===== config.mk =====
export PLATFORM = sky130hd
export DESIGN_NAME = instr_prefetch_queue
export DESIGN_NICKNAME = d
export VERILOG_FILES = /design/src/rtl/pic_core_pkg.sv /design/src/rtl/instr_prefetch_queue.sv
export SDC_FILE = /design/constraint.sdc
export NUM_CORES = 1
export LEC_CHECK = 0
export ABC_AREA = 1
export CAP_MARGIN = 10
export CELL_PAD_IN_SITES_DETAIL_PLACEMENT = 0
export CELL_PAD_IN_SITES_GLOBAL_PLACEMENT = 2
export CORE_MARGIN = 2
export CORE_UTILIZATION = 33
export CTS_BUF_LIST = sky130_fd_sc_hd__clkbuf_8
export DETAILED_ROUTE_END_ITERATION = 6
export GPL_TIMING_DRIVEN = 0
export PLACE_DENSITY = 0.95
export REMOVE_ABC_BUFFERS = 1
export SETUP_SLACK_MARGIN = 0.1
export SKIP_LAST_GASP = 1
export SLEW_MARGIN = 15
export SYNTH_ARGS = -nofsm -noshare
export SYNTH_HDL_FRONTEND = slang
export SYNTH_SLANG_ARGS = --single-unit

===== constraint.sdc =====
create_clock -name clk -period 4.6 [get_ports clk]
set_input_delay 1.38 -clock clk [delete_from_list [all_inputs] [get_ports clk]]
set_output_delay 1.38 -clock clk [all_outputs]
set_load 0.03 [all_outputs]

===== src/rtl/pic_core_pkg.sv =====
// Shared constants for the PIC-style core: instruction width, the NOP
// encoding, and a small helper for sizing queue pointers.
package pic_core_pkg;

    localparam int INSTR_W = 12;
    localparam logic [INSTR_W-1:0] NOP_CODE = 12'h000;

    // Width of the post-flush squash down-counter (covers 0..7).
    localparam int SQ_W = 3;

    // Pointer width for a queue of 'depth' entries, never narrower than 1 bit.
    function automatic int ptr_width(input int depth);
        return (depth > 1) ? $clog2(depth) : 1;
    endfunction

endpackage


===== src/rtl/instr_prefetch_queue.sv =====
// Instruction prefetch queue: buffers up to DEPTH fetched words between
// program memory and decode and presents the head word as the current
// instruction. A flush empties the queue, and the next SQUASH words that
// still arrive from memory are stored as NOPs, so fetches issued before the
// branch resolved never reach decode as real instructions.
//
// Handshake: a word transfers from memory when mem_valid and mem_ready are
// both high at a rising edge; mem_ready depends on registered state only.
// Decode consumes the head when issue is high and ir_valid is high at a
// rising edge; issue while empty is ignored. A flush in the same cycle drops
// both transfers.
module instr_prefetch_queue #(
    parameter int IW = pic_core_pkg::INSTR_W,
    parameter int DEPTH = 2,
    parameter int SQUASH = 1,
    parameter logic [IW-1:0] NOP_CODE = pic_core_pkg::NOP_CODE
) (
    input  logic          clk,
    input  logic          rst,
    input  logic          mem_valid,
    input  logic [IW-1:0] mem_data,
    output logic          mem_ready,
    input  logic          flush,
    input  logic          issue,
    output logic [IW-1:0] ir_out,
    output logic          ir_valid,
    output logic          squashing
);

    localparam int PW = pic_core_pkg::ptr_width(DEPTH);
    localparam int CW = $clog2(DEPTH + 1);
    localparam int SW = pic_core_pkg::SQ_W;

    localparam logic [PW-1:0] PTR_LAST = PW'(DEPTH - 1);
    localparam logic [CW-1:0] CNT_FULL = CW'(DEPTH);
    localparam logic [SW-1:0] SQ_LOAD  = SW'(SQUASH);

    logic [IW-1:0] store [DEPTH];
    logic [PW-1:0] rd_ptr;
    logic [PW-1:0] wr_ptr;
    logic [CW-1:0] count;
    logic [SW-1:0] sq_cnt;

    logic push;
    logic pop;
    logic sq_active;

    // Handshake qualifiers and outputs, all derived from registered state.
    assign mem_ready = (count < CNT_FULL);
    assign ir_valid  = (count != '0);
    assign sq_active = (sq_cnt != '0);
    assign squashing = sq_active;
    assign push      = mem_valid & mem_ready;
    assign pop       = issue & ir_valid;
    assign ir_out    = ir_valid ? store[rd_ptr] : NOP_CODE;

    // Storage write: squashed fetches land as NOPs; nothing is written on flush.
    always_ff @(posedge clk) begin
        if (!rst && !flush && push) begin
            store[wr_ptr] <= sq_active ? NOP_CODE : mem_data;
        end
    end

    // Pointer, occupancy and squash-counter state; reset beats flush beats push/pop.
    always_ff @(posedge clk) begin
        if (rst) begin
            rd_ptr <= '0;
            wr_ptr <= '0;
            count  <= '0;
            sq_cnt <= '0;
        end else if (flush) begin
            rd_ptr <= '0;
            wr_ptr <= '0;
            count  <= '0;
            sq_cnt <= SQ_LOAD;
        end else begin
            if (push) begin
                wr_ptr <= (wr_ptr == PTR_LAST) ? '0 : wr_ptr + 1'b1;
                if (sq_active) begin
                    sq_cnt <= sq_cnt - 1'b1;
                end
            end
            if (pop) begin
                rd_ptr <= (rd_ptr == PTR_LAST) ? '0 : rd_ptr + 1'b1;
            end
            case ({push, pop})
                2'b10:   count <= count + 1'b1;
                2'b01:   count <= count - 1'b1;
                default: count <= count;
            endcase
        end
    end

endmodule


# Word-level counts from Yosys, hierarchy flattened

Memories as Yosys holds them, arrays and structs flattened. A register that Yosys moved wholly into a read port is not among the register bits.
Index checks and enable logic that the tools add are counted.
Widths: inputs -> output; s select.

Add/sub/neg operators: 5
Magnitude comparators: 1
Equal/unequal tests: 2
Multiplexer cells: 12
Bitwise logic cells: 2
Reduce and logical (&&, ||, !) cells: 12

Operators with widths:

| cell                | number |
|---|---|
| $mux 12             | 2 |
| $mux 1              | 9 |
| $reduce_bool 2->1   | 4 |
| $pmux 2 s2          | 1 |
| $reduce_and 2->1    | 2 |
| $reduce_bool 3->1   | 1 |
| $sub 3x1->3 const B | 1 |
| $add 1x1->1 const B | 2 |
| $add 2x1->2 const B | 1 |
| $and 1x1->1         | 2 |
| $eq 2x1->1 const B  | 1 |
| $eq 2x2->1 const B  | 1 |
| $logic_and 1x1->1   | 2 |
| $logic_not 1->1     | 2 |
| $lt 2x2->1 const B  | 1 |
| $reduce_or 2->1     | 1 |
| $sub 2x1->2 const B | 1 |

Register bits: 7
Bits in writable memories: 24
Input port bits: 17
Output and inout port bits: 15
Word-level logic and storage cells: 40
Memories kept: 1

Memory list:

| memory | depth | width | read ports | clocked after memory_dff | write ports | RTL line                   | source |
|---|---|---|---|---|---|---|---|
| store  | 2     | 12    | 1          | 1                        | 1           | instr_prefetch_queue.sv:38 | `logic [IW-1:0] store [DEPTH];` |

# Logic depth before layout (Yosys ltp)

Gate-level depths: netlist (run 1).

Depth after elaboration: 5
Mapped depth: 8
Depth with buffers taken out: 8

# Worst setup path after synthesis (run 1)

Ideal clock, no wire load.

Kind: input -> register
From: in flush
To: mem store[1][0] (netlist bit), enable pin
Arrival: 2,550 ps
Slack: 1,653 ps
Cell stages on the path: 3
Path through: nor2_1 > inv_1 > nor3_1

Word-level cells in the longest chain between the ends: 5

RTL lines:

| item                            | RTL line                   | source |
|---|---|---|
| start, declared                 | instr_prefetch_queue.sv:23 | `input logic flush,` |
| $logic_not 1->1                 | instr_prefetch_queue.sv:59 | `if (!rst && !flush && push) begin` |
| $logic_and 1x1->1 (2 in series) | instr_prefetch_queue.sv:59 |  |
| $mux 1                          | instr_prefetch_queue.sv:59 |  |
| $mux 1                          | instr_prefetch_queue.sv:60 | `store[wr_ptr] <= sq_active ? NOP_CODE : mem_data;` |
| end, declared                   | instr_prefetch_queue.sv:38 |  |

No other way between the ends.

==> flow_summary.yaml, run 1 <==
status:
  outcome: "finished, final reports clean"
clocking:
  cts.path.max_buffers: 2
  clock-sinks: 32
  cts_setup_buffers: 0
  htree_levels: 2
  cts_root_buffer: "clkbuf_8"
  insertion_delay_ps: 280
  cts_buffers: 5
  path_clk_slew_ps: 60
  cts_tree: "built"
  hold_buffers: 0
  ctsResizeCount: 0
synthesis:
  ys_types: 16
  yosysWarnings: 0
  postSynthCellCount: 155
  syn_avg_cell_area_um2: 9.178
  ys_seq_elements: 32
  seq_area_frac_synth_pct: 61.92
  synth_area_um2: 1423
detailed_routing:
  post-route-drc-count: 0
  drt_iter0_drc: 54
  first_pass_iters: 4
  vias_per_cell: 4.394
  detail_route.wl_per_cell_um: 10.49
  vias: 1059
  postRouteAntennaNets: 0
  drt_wl_total_mm: 2.528
global_route:
  gr-total-overflow: 0
  antenna_found_initial: 0
  grtUsageTotal_pct: 11.24
  grt_max_degree: 15
  grt_pass1_vias: 976
  grt_pass1_wl_mm: 4.264
die:
  die_height_um: 69.66
  start_util_pct: 34.81
  io_pins: 32
  core.rowCount: 23
  die_w_um: 69.66
  core_area_um2: 4086
  design.die.area_um2: 4852
sta:
  layout_setup_ws_ps: 1166
  hold_viol_final: 0
  rsz0062_at_grt: "false"
  worstMarginPinSlew_ps: 989.6
  setup_viol: 0
  setup-tns-final_ps: 0
  slew_violations: 0
  slew-limit-headroom_pct: 33.79
  finalCriticalPeriod_ps: 3434
  fin_skew_ps: 2.634
  fin_crit_sh_pct: 74.65
  max_freq_mhz: 291.2
power_and_ir_drop:
  switching_share_pct: 22.91
  p_int_mw: 0.5208
  leakage_nw: 0.7743
  p_seq_share_pct: 48.5
  pwr-share-clk_pct: 37.2
  switching_power_mw: 0.1548
  peakVddDrop_uv: 178.2
  cellPowerDensity_nw_per_um2: 356.4
  combPwrFrac_pct: 14.2
place:
  portBuffers: 31
  gp_congestion: 0.7432
  dp_slack_ps: 1163
  place_hpwl_mm: 1.775
layout:
  nNetsFinal: 210
  area_growth_pct: 33.25
  mostFrequentLayoutCells: "nand2_1 (38), clkdlybuf4s50_1 (31), inv_1 (27)"
  drive_gt1_share_pct: 7.853
  diodes: 0
  final_common_cell: "nand2_1"
critical_path:
  start_kind: "flop"
  path_max_fanout: 13
  endpoint_kind: "output pin"
  cp.required_ps: 3220
  critPathKind: "reg -> out"
  cp_data_arrival_time_ps: 2050
hold_path:
  hold_class: "reg -> reg"
flow_run:
  maxCapViolations: 0
==> synthesized netlist by cell type (all sizes together) <==
master	number	area, um2
o21ai	2	10.01
nor2	23	91.34
buf	4	20.02
nor3	1	5.000
nand3	3	15.01
a31oi	1	6.260
dfxtp	8	160.2
a21oi	17	85.08
edfxtp	24	720.7
nand2	41	161.4
inv	27	101.3
xor2	1	8.760
ha	3	37.54
==> path summary, 6_finish.rpt <==
check	from	end	slack, ps	cells after the start
hold / removal	wr_ptr	wr_ptr	470	2
hold reg to reg	wr_ptr	wr_ptr	470	2
setup reg to reg	count[0]	count[1]	2840	7
setup / recovery	flop	ir_out[8]	1170	4
==> layout make-up <==
cell class | count | area, um2
Clock buffer | 5 | 68.82
Clock inverter | 3 | 38.79
Fill cell | 392 | 2191
Inverter | 27 | 101.3
Multi-Input combinational cell | 92 | 425.4
Sequential cell | 32 | 880.8
Tap cell | 50 | 62.56
Timing Repair Buffer | 32 | 317.8
==> power groups by stage <==
stage | Clock, mW | Sequential (mW) | Combinational [mW]
floorplan | 0 | 0.333 | 0.0572
global placement | 0 | 0.334 | 0.0946
global route | 0.270 | 0.329 | 0.108
CTS | 0.260 | 0.328 | 0.0972
finish | 0.252 | 0.328 | 0.0962
detailed placement | 0 | 0.334 | 0.0968
==> per-layer routing <==
metal | vias up | share of wire, % | global-route usage [%]
met4 | 0 | 1.3 | 3.846
li1 | 560 | - | -
met5 | - | 0 | 0
met1 | 462 | 45 | 13.28
met2 | 33 | 46 | 18.70
met3 | 4 | 7.4 | 4.360
==> flip-flops by register name, summed over array words and instances, names as in the netlist, named ones only <==
signal / flops
store: 24
sq_cnt: 3
count: 2
rd_ptr: 1
wr_ptr: 1
==> stage by stage <==
stage / hold slack, ps / power [mW] / utilization [%] / cell area, um2 / instances
3_3_place_gp: 450.8 / 0.4282 / 43.45 / 1775 / 232
5_1_grt: 486.5 / 0.7070 / 46.39 / 1896 / 241
6_report: 470.3 / 0.6756 / 46.39 / 1896 / 241
4_1_cts: 468.6 / 0.6844 / 46.39 / 1896 / 241
2_1_floorplan: 444.4 / 0.3901 / - / 1403 / 151
3_5_place_dp: 459.0 / 0.4307 / 43.75 / 1788 / 233
==> worst max-delay path, stage by stage (launching register included) <==
cell and delay [ps]:
dfxtp_1 450, inv_1 360, nand2_1 90, a21oi_1 180
clkdlybuf4s50_1 700
==> cells by family after synthesis <==
kind of cell / share of synthesized area (%)
xor gates and xnor gates: 0.6158
adders and majority gates: 2.639
AOI/OAI and AO/OA: 7.124
and+or+nand+nor: 19.17
DFF: 61.92
buffers and inverters: 8.531
Note: power is estimated with default switching activity, not from simulation.
==> run 2, diff against run 1 <==
--- a/config.mk
+++ b/config.mk
@@ -10,11 +10,11 @@
 export CELL_PAD_IN_SITES_DETAIL_PLACEMENT = 0
 export CELL_PAD_IN_SITES_GLOBAL_PLACEMENT = 2
 export CORE_MARGIN = 2
-export CORE_UTILIZATION = 33
+export CORE_UTILIZATION = 31
 export CTS_BUF_LIST = sky130_fd_sc_hd__clkbuf_8
 export DETAILED_ROUTE_END_ITERATION = 6
 export GPL_TIMING_DRIVEN = 0
-export PLACE_DENSITY = 0.95
+export PLACE_DENSITY = 0.9
 export REMOVE_ABC_BUFFERS = 1
 export SETUP_SLACK_MARGIN = 0.1
 export SKIP_LAST_GASP = 1
==> constraint.sdc (replaced) <==
create_clock -name clk -period 3.5 [get_ports clk]
set_input_delay 1.05 -clock clk [delete_from_list [all_inputs] [get_ports clk]]
set_output_delay 1.05 -clock clk [all_outputs]
set_load 0.03 [all_outputs]
==> flow_summary.yaml, run 2 (synthesis results as in run 1) <==
status:
  outcome: "finished, final reports clean"
hold_path:
  hold_path_depth: 2
  hold_class: "reg -> reg"
  min-delay-start: "wr_ptr"
  whs_endpoint: "wr_ptr"
sta:
  hold_viol_final: 0
  setup-tns-final_ps: 0
  fin_skew_ps: 6.417
  worstMarginPinSlew_ps: 1033
  max_freq_mhz: 319.3
  setup_viol: 0
  rsz0062_at_grt: "false"
  finalCriticalPeriod_ps: 3132
  slew-limit-headroom_pct: 30.86
  slew_violations: 0
  fin_crit_sh_pct: 89.47
  layout_setup_ws_ps: 368.5
global_route:
  grt_pass1_vias: 1044
  grtUsageTotal_pct: 12.02
  gr-total-overflow: 0
  grt_pass1_wl_mm: 4.623
  antenna_found_initial: 0
  grt_max_degree: 15
place:
  place_hpwl_mm: 1.957
  portBuffers: 31
  gp_congestion: 0.6986
  dp_slack_ps: 326.0
die:
  die_height_um: 71.74
  start_util_pct: 32.45
  core.rowCount: 24
  core_area_um2: 4384
  io_pins: 32
  design.die.area_um2: 5147
  die_w_um: 71.74
power_and_ir_drop:
  switching_power_mw: 0.2040
  peakVddDrop_uv: 199.4
  p_seq_share_pct: 53.0
  p_total_mw: 0.8130
  switching_share_pct: 25.10
  combPwrFrac_pct: 15.7
  cellPowerDensity_nw_per_um2: 434.6
  leakage_nw: 0.7594
  pwr-share-clk_pct: 31.3
  p_int_mw: 0.6090
detailed_routing:
  wl_met2_mm: 1.335
  postRouteAntennaNets: 0
  vias_per_cell: 4.412
  detail_route.wl_per_cell_um: 11.22
  drt_wl_total_mm: 2.726
  wl_met1_mm: 1.140
  drt_iter0_drc: 41
  first_pass_iters: 4
  wl_met3_um: 201
  vias: 1072
  post-route-drc-count: 0
  dr.max_layer_used: "met4"
clocking:
  cts_root_buffer: "clkbuf_8"
  clock-sinks: 32
  hold_buffers: 0
  htree_levels: 2
  cts.path.max_buffers: 2
  cts_buffers: 5
  ctsResizeCount: 0
  path_clk_slew_ps: 60
  cts_tree: "built"
  cts_setup_buffers: 0
  insertion_delay_ps: 280
critical_path:
  path_cells: "inv_1, nand2_1, a21oi_1, clkdlybuf4s50_1"
  cp.required_ps: 2450
  path_buf_inv: 2
  r2r_end: "store[0][7]"
  cpMaxStageDelayCell: "clkdlybuf4s50_1"
  r2r_cells: 3
  critPathKind: "reg -> out"
  max_stage_delay_ps: 700
  crit_family: "buffers and inverters"
  cp_data_arrival_time_ps: 2080
  endpoint_kind: "output pin"
  path_max_fanout: 13
  start_kind: "flop"
  r2r-start: "count[1]"
  r2r_slack_ps: 1710
layout:
  mostFrequentLayoutCells: "nand2_1 (38), clkdlybuf4s50_1 (31), inv_1 (27)"
  n_fill_cell: 430
  regMostFlops: "store"
  largestRegisters: "store x24, sq_cnt x3, count x2"
  largest_register_ffs: 24
  diodes: 0
  final_common_cell: "nand2_1"
  area_growth_pct: 31.49
  nNetsFinal: 210
  drive_gt1_share_pct: 6.806
flow_run:
  maxCapViolations: 0
[run 2: area by class of cell]
class,count,area [um2],share of cell area (%)
Clock buffer,5,68.82,3.679
Clock inverter,3,11.26,0.6020
Inverter,27,101.3,5.418
Multi-Input combinational cell,92,425.4,22.74
Sequential cell,32,880.8,47.09
Tap cell,52,65.06,3.478
Timing Repair Buffer,32,317.8,16.99
[run 2: power groups by stage]
stage,combinational (mW),sequential (mW),clock [mW]
6_report,0.127,0.431,0.255
5_1_grt,0.142,0.432,0.286
4_1_cts,0.130,0.431,0.264
3_5_place_dp,0.129,0.439,0
3_3_place_gp,0.125,0.438,0
2_1_floorplan,0.0752,0.437,0
[run 2: worst max-delay path by stage]
stage                     startpoint          end  slack [ps]  cells past startpoint
after CTS                       flop    ir_out[4]         330                      4
after detailed placement       flush  store[0][3]         330                      4
final                           flop    ir_out[6]         370                      4
after global placement         flush  store[1][3]        -160                      4
after global routing            flop    ir_out[4]         210                      4
after floorplan                flush  store[1][0]         880                      3
[run 2: worst reg2reg max path, stage by stage (launching register included)]
cell	delay [ps]
dfxtp_1	350
nor2_1	180
nand2_1	90
nor2_1	790
[run 2: through the flow]
stage / instance area [um2] / util [%] / instances / hold WS [ps]
finish: 1871 / 42.67 / 243 / 467.1
CTS: 1871 / 42.67 / 243 / 469.4
detailed placement: 1790 / 40.84 / 235 / 459.6
global placement: 1778 / 40.55 / 234 / 450.9
floorplan: 1403 / - / 151 / 444.4
global route: 1871 / 42.67 / 243 / 488.3
[run 2: routing by layer]
layer,vias to the layer above,global-route usage (%)
met1,471,14.43
met5,-,0
met4,0,5.031
met3,7,3.797
li1,559,-
met2,35,19.96
==> run 3, diff against run 2 <==
--- a/config.mk
+++ b/config.mk
@@ -9,11 +9,11 @@
 export CAP_MARGIN = 10
 export CELL_PAD_IN_SITES_DETAIL_PLACEMENT = 0
 export CELL_PAD_IN_SITES_GLOBAL_PLACEMENT = 2
+export CORE_ASPECT_RATIO = 0.9
 export CORE_MARGIN = 2
 export CORE_UTILIZATION = 31
 export CTS_BUF_LIST = sky130_fd_sc_hd__clkbuf_8
 export DETAILED_ROUTE_END_ITERATION = 6
-export GPL_TIMING_DRIVEN = 0
 export PLACE_DENSITY = 0.9
 export REMOVE_ABC_BUFFERS = 1
 export SETUP_SLACK_MARGIN = 0.1
==> flow_summary.yaml, run 3 (synthesis results as in run 1) <==
die:
  io_pins: 32
  die_w_um: 75.41
  design.die.area_um2: 5148
  core_area_um2: 4432
  core.rowCount: 23
  start_util_pct: 32.10
  die_height_um: 68.27
sta:
  worstMarginPinSlew_ps: 626.4
  setup_viol: 0
  slew-limit-headroom_pct: 58.20
  rsz0062_at_grt: "false"
  hold_viol_final: 0
  max_freq_mhz: 322.5
  timing.hold.ws_ps: 468.8
  fin_crit_sh_pct: 88.60
  setup-tns-final_ps: 0
  finalCriticalPeriod_ps: 3101
  fin_skew_ps: 5.259
  slew_violations: 0
  layout_setup_ws_ps: 399.0
clocking:
  clock-sinks: 32
  cts.path.max_buffers: 2
  cts_buffers: 5
  cts_setup_buffers: 0
  insertion_delay_ps: 280
  cts_tree: "built"
  cts_root_buffer: "clkbuf_8"
  ctsResizeCount: 0
  path_clk_slew_ps: 60
  hold_buffers: 0
  htree_levels: 2
critical_path:
  crit_end: "ir_out[1]"
  r2r_cells: 7
  r2r-start: "count[0]"
  r2r_end: "count[1]"
  r2r_slack_ps: 1780
  path_cells: "inv_1, nand2_1, a21oi_1, clkdlybuf4s50_1"
  worst-path-stages: 4
  start_kind: "flop"
  cpMaxStageDelayCell: "clkdlybuf4s50_1"
  max_stage_delay_ps: 700
  critPathKind: "reg -> out"
  path_buf_inv: 2
  crit_family: "buffers and inverters"
  endpoint_kind: "output pin"
  cp_data_arrival_time_ps: 2050
  cp.required_ps: 2450
  path_max_fanout: 13
global_route:
  gr-total-overflow: 0
  antenna_found_initial: 0
  grt_pass1_vias: 1021
  grt_pass1_wl_mm: 4.395
  grt_max_degree: 15
  grtUsageTotal_pct: 11.84
detailed_routing:
  post-route-drc-count: 0
  vias: 1042
  drt_wl_total_mm: 2.690
  detail_route.wl_per_cell_um: 10.59
  vias_per_cell: 4.102
  first_pass_iters: 4
  drt_iter0_drc: 49
  postRouteAntennaNets: 0
layout:
  largest_register_ffs: 24
  area_growth_pct: 33.60
  stdcell_area_um2: 1901
  final_util_pct: 42.89
  final_common_cell: "nand2_1"
  largestRegisters: "store x24, sq_cnt x3, count x2"
  fin_cells: 254
  drive_gt1_share_pct: 7.813
  regMostFlops: "store"
  nNetsFinal: 211
  mostFrequentLayoutCells: "nand2_1 (38), clkdlybuf4s50_1 (31), inv_1 (28)"
  diodes: 0
power_and_ir_drop:
  cellPowerDensity_nw_per_um2: 438.5
  combPwrFrac_pct: 15.4
  p_int_mw: 0.6313
  switching_share_pct: 24.25
  pwr-share-clk_pct: 33.0
  p_total_mw: 0.8335
  p_seq_share_pct: 51.7
  leakage_nw: 0.7741
  peakVddDrop_uv: 238.1
  switching_power_mw: 0.2021
place:
  portBuffers: 31
  dp_cells: 246
  dp_slack_ps: 690.2
  place_hpwl_mm: 1.937
  gp_congestion: 0.7817
  placed_area_um2: 1810
flow_run:
  maxCapViolations: 0
status:
  outcome: "finished, final reports clean"
hold_path:
  hold_class: "reg -> reg"
-- run 3: cell count changes in the layout (fill, tap and decap cells not counted), sizes merged --
cell and change:
inv +1, buf +1, clkinv -2, clkbuf +1
-- run 3: power by group through the flow --
stage / registers [mW] / clock network, mW / logic [mW]
global route: 0.432 / 0.298 / 0.143
detailed placement: 0.439 / 0 / 0.130
global placement: 0.438 / 0 / 0.126
CTS: 0.431 / 0.281 / 0.130
floorplan: 0.437 / 0 / 0.0752
finish: 0.431 / 0.275 / 0.128
-- run 3: worst reg2reg max path, stage by stage, from the launching register on --
cell and delay (ps):
dfxtp_1 350, nor2_2 520, nor2_2 90, ha_1 290, inv_1 100, nand3_1 80, o21ai_0 140, nor2_1 50
-- run 3: cell type report --
class,count,area (um2)
timing repair buffer,33,325.3
tap,62,77.57
sequential,32,880.8
fill,450,2531
clock inverter,2,7.507
inverter,27,101.3
clock buffer,6,82.58
multi-input combinational,92,425.4
-- run 3: worst min path at each step --
| stage | from | endpoint | slack [ps] | depth (start not counted) |
|---|---|---|---|---|
| after global placement | wr_ptr | wr_ptr | 450 | 2 |
| after CTS | wr_ptr | wr_ptr | 470 | 2 |
| after floorplan | wr_ptr | wr_ptr | 440 | 2 |
| after detailed placement | wr_ptr | wr_ptr | 460 | 2 |
| final | wr_ptr | wr_ptr | 470 | 2 |
| after global routing | wr_ptr | wr_ptr | 490 | 2 |
-- run 3: layer usage --
| layer | vias up | track usage [%] | routed length (um) |
|---|---|---|---|
| met5 | - | 0 | 0 |
| met4 | 0 | 4.605 | 43 |
| met3 | 6 | 4.566 | 169 |
| met2 | 29 | 20.43 | 1271 |
| met1 | 445 | 13.14 | 1205 |
| li1 | 562 | - | - |
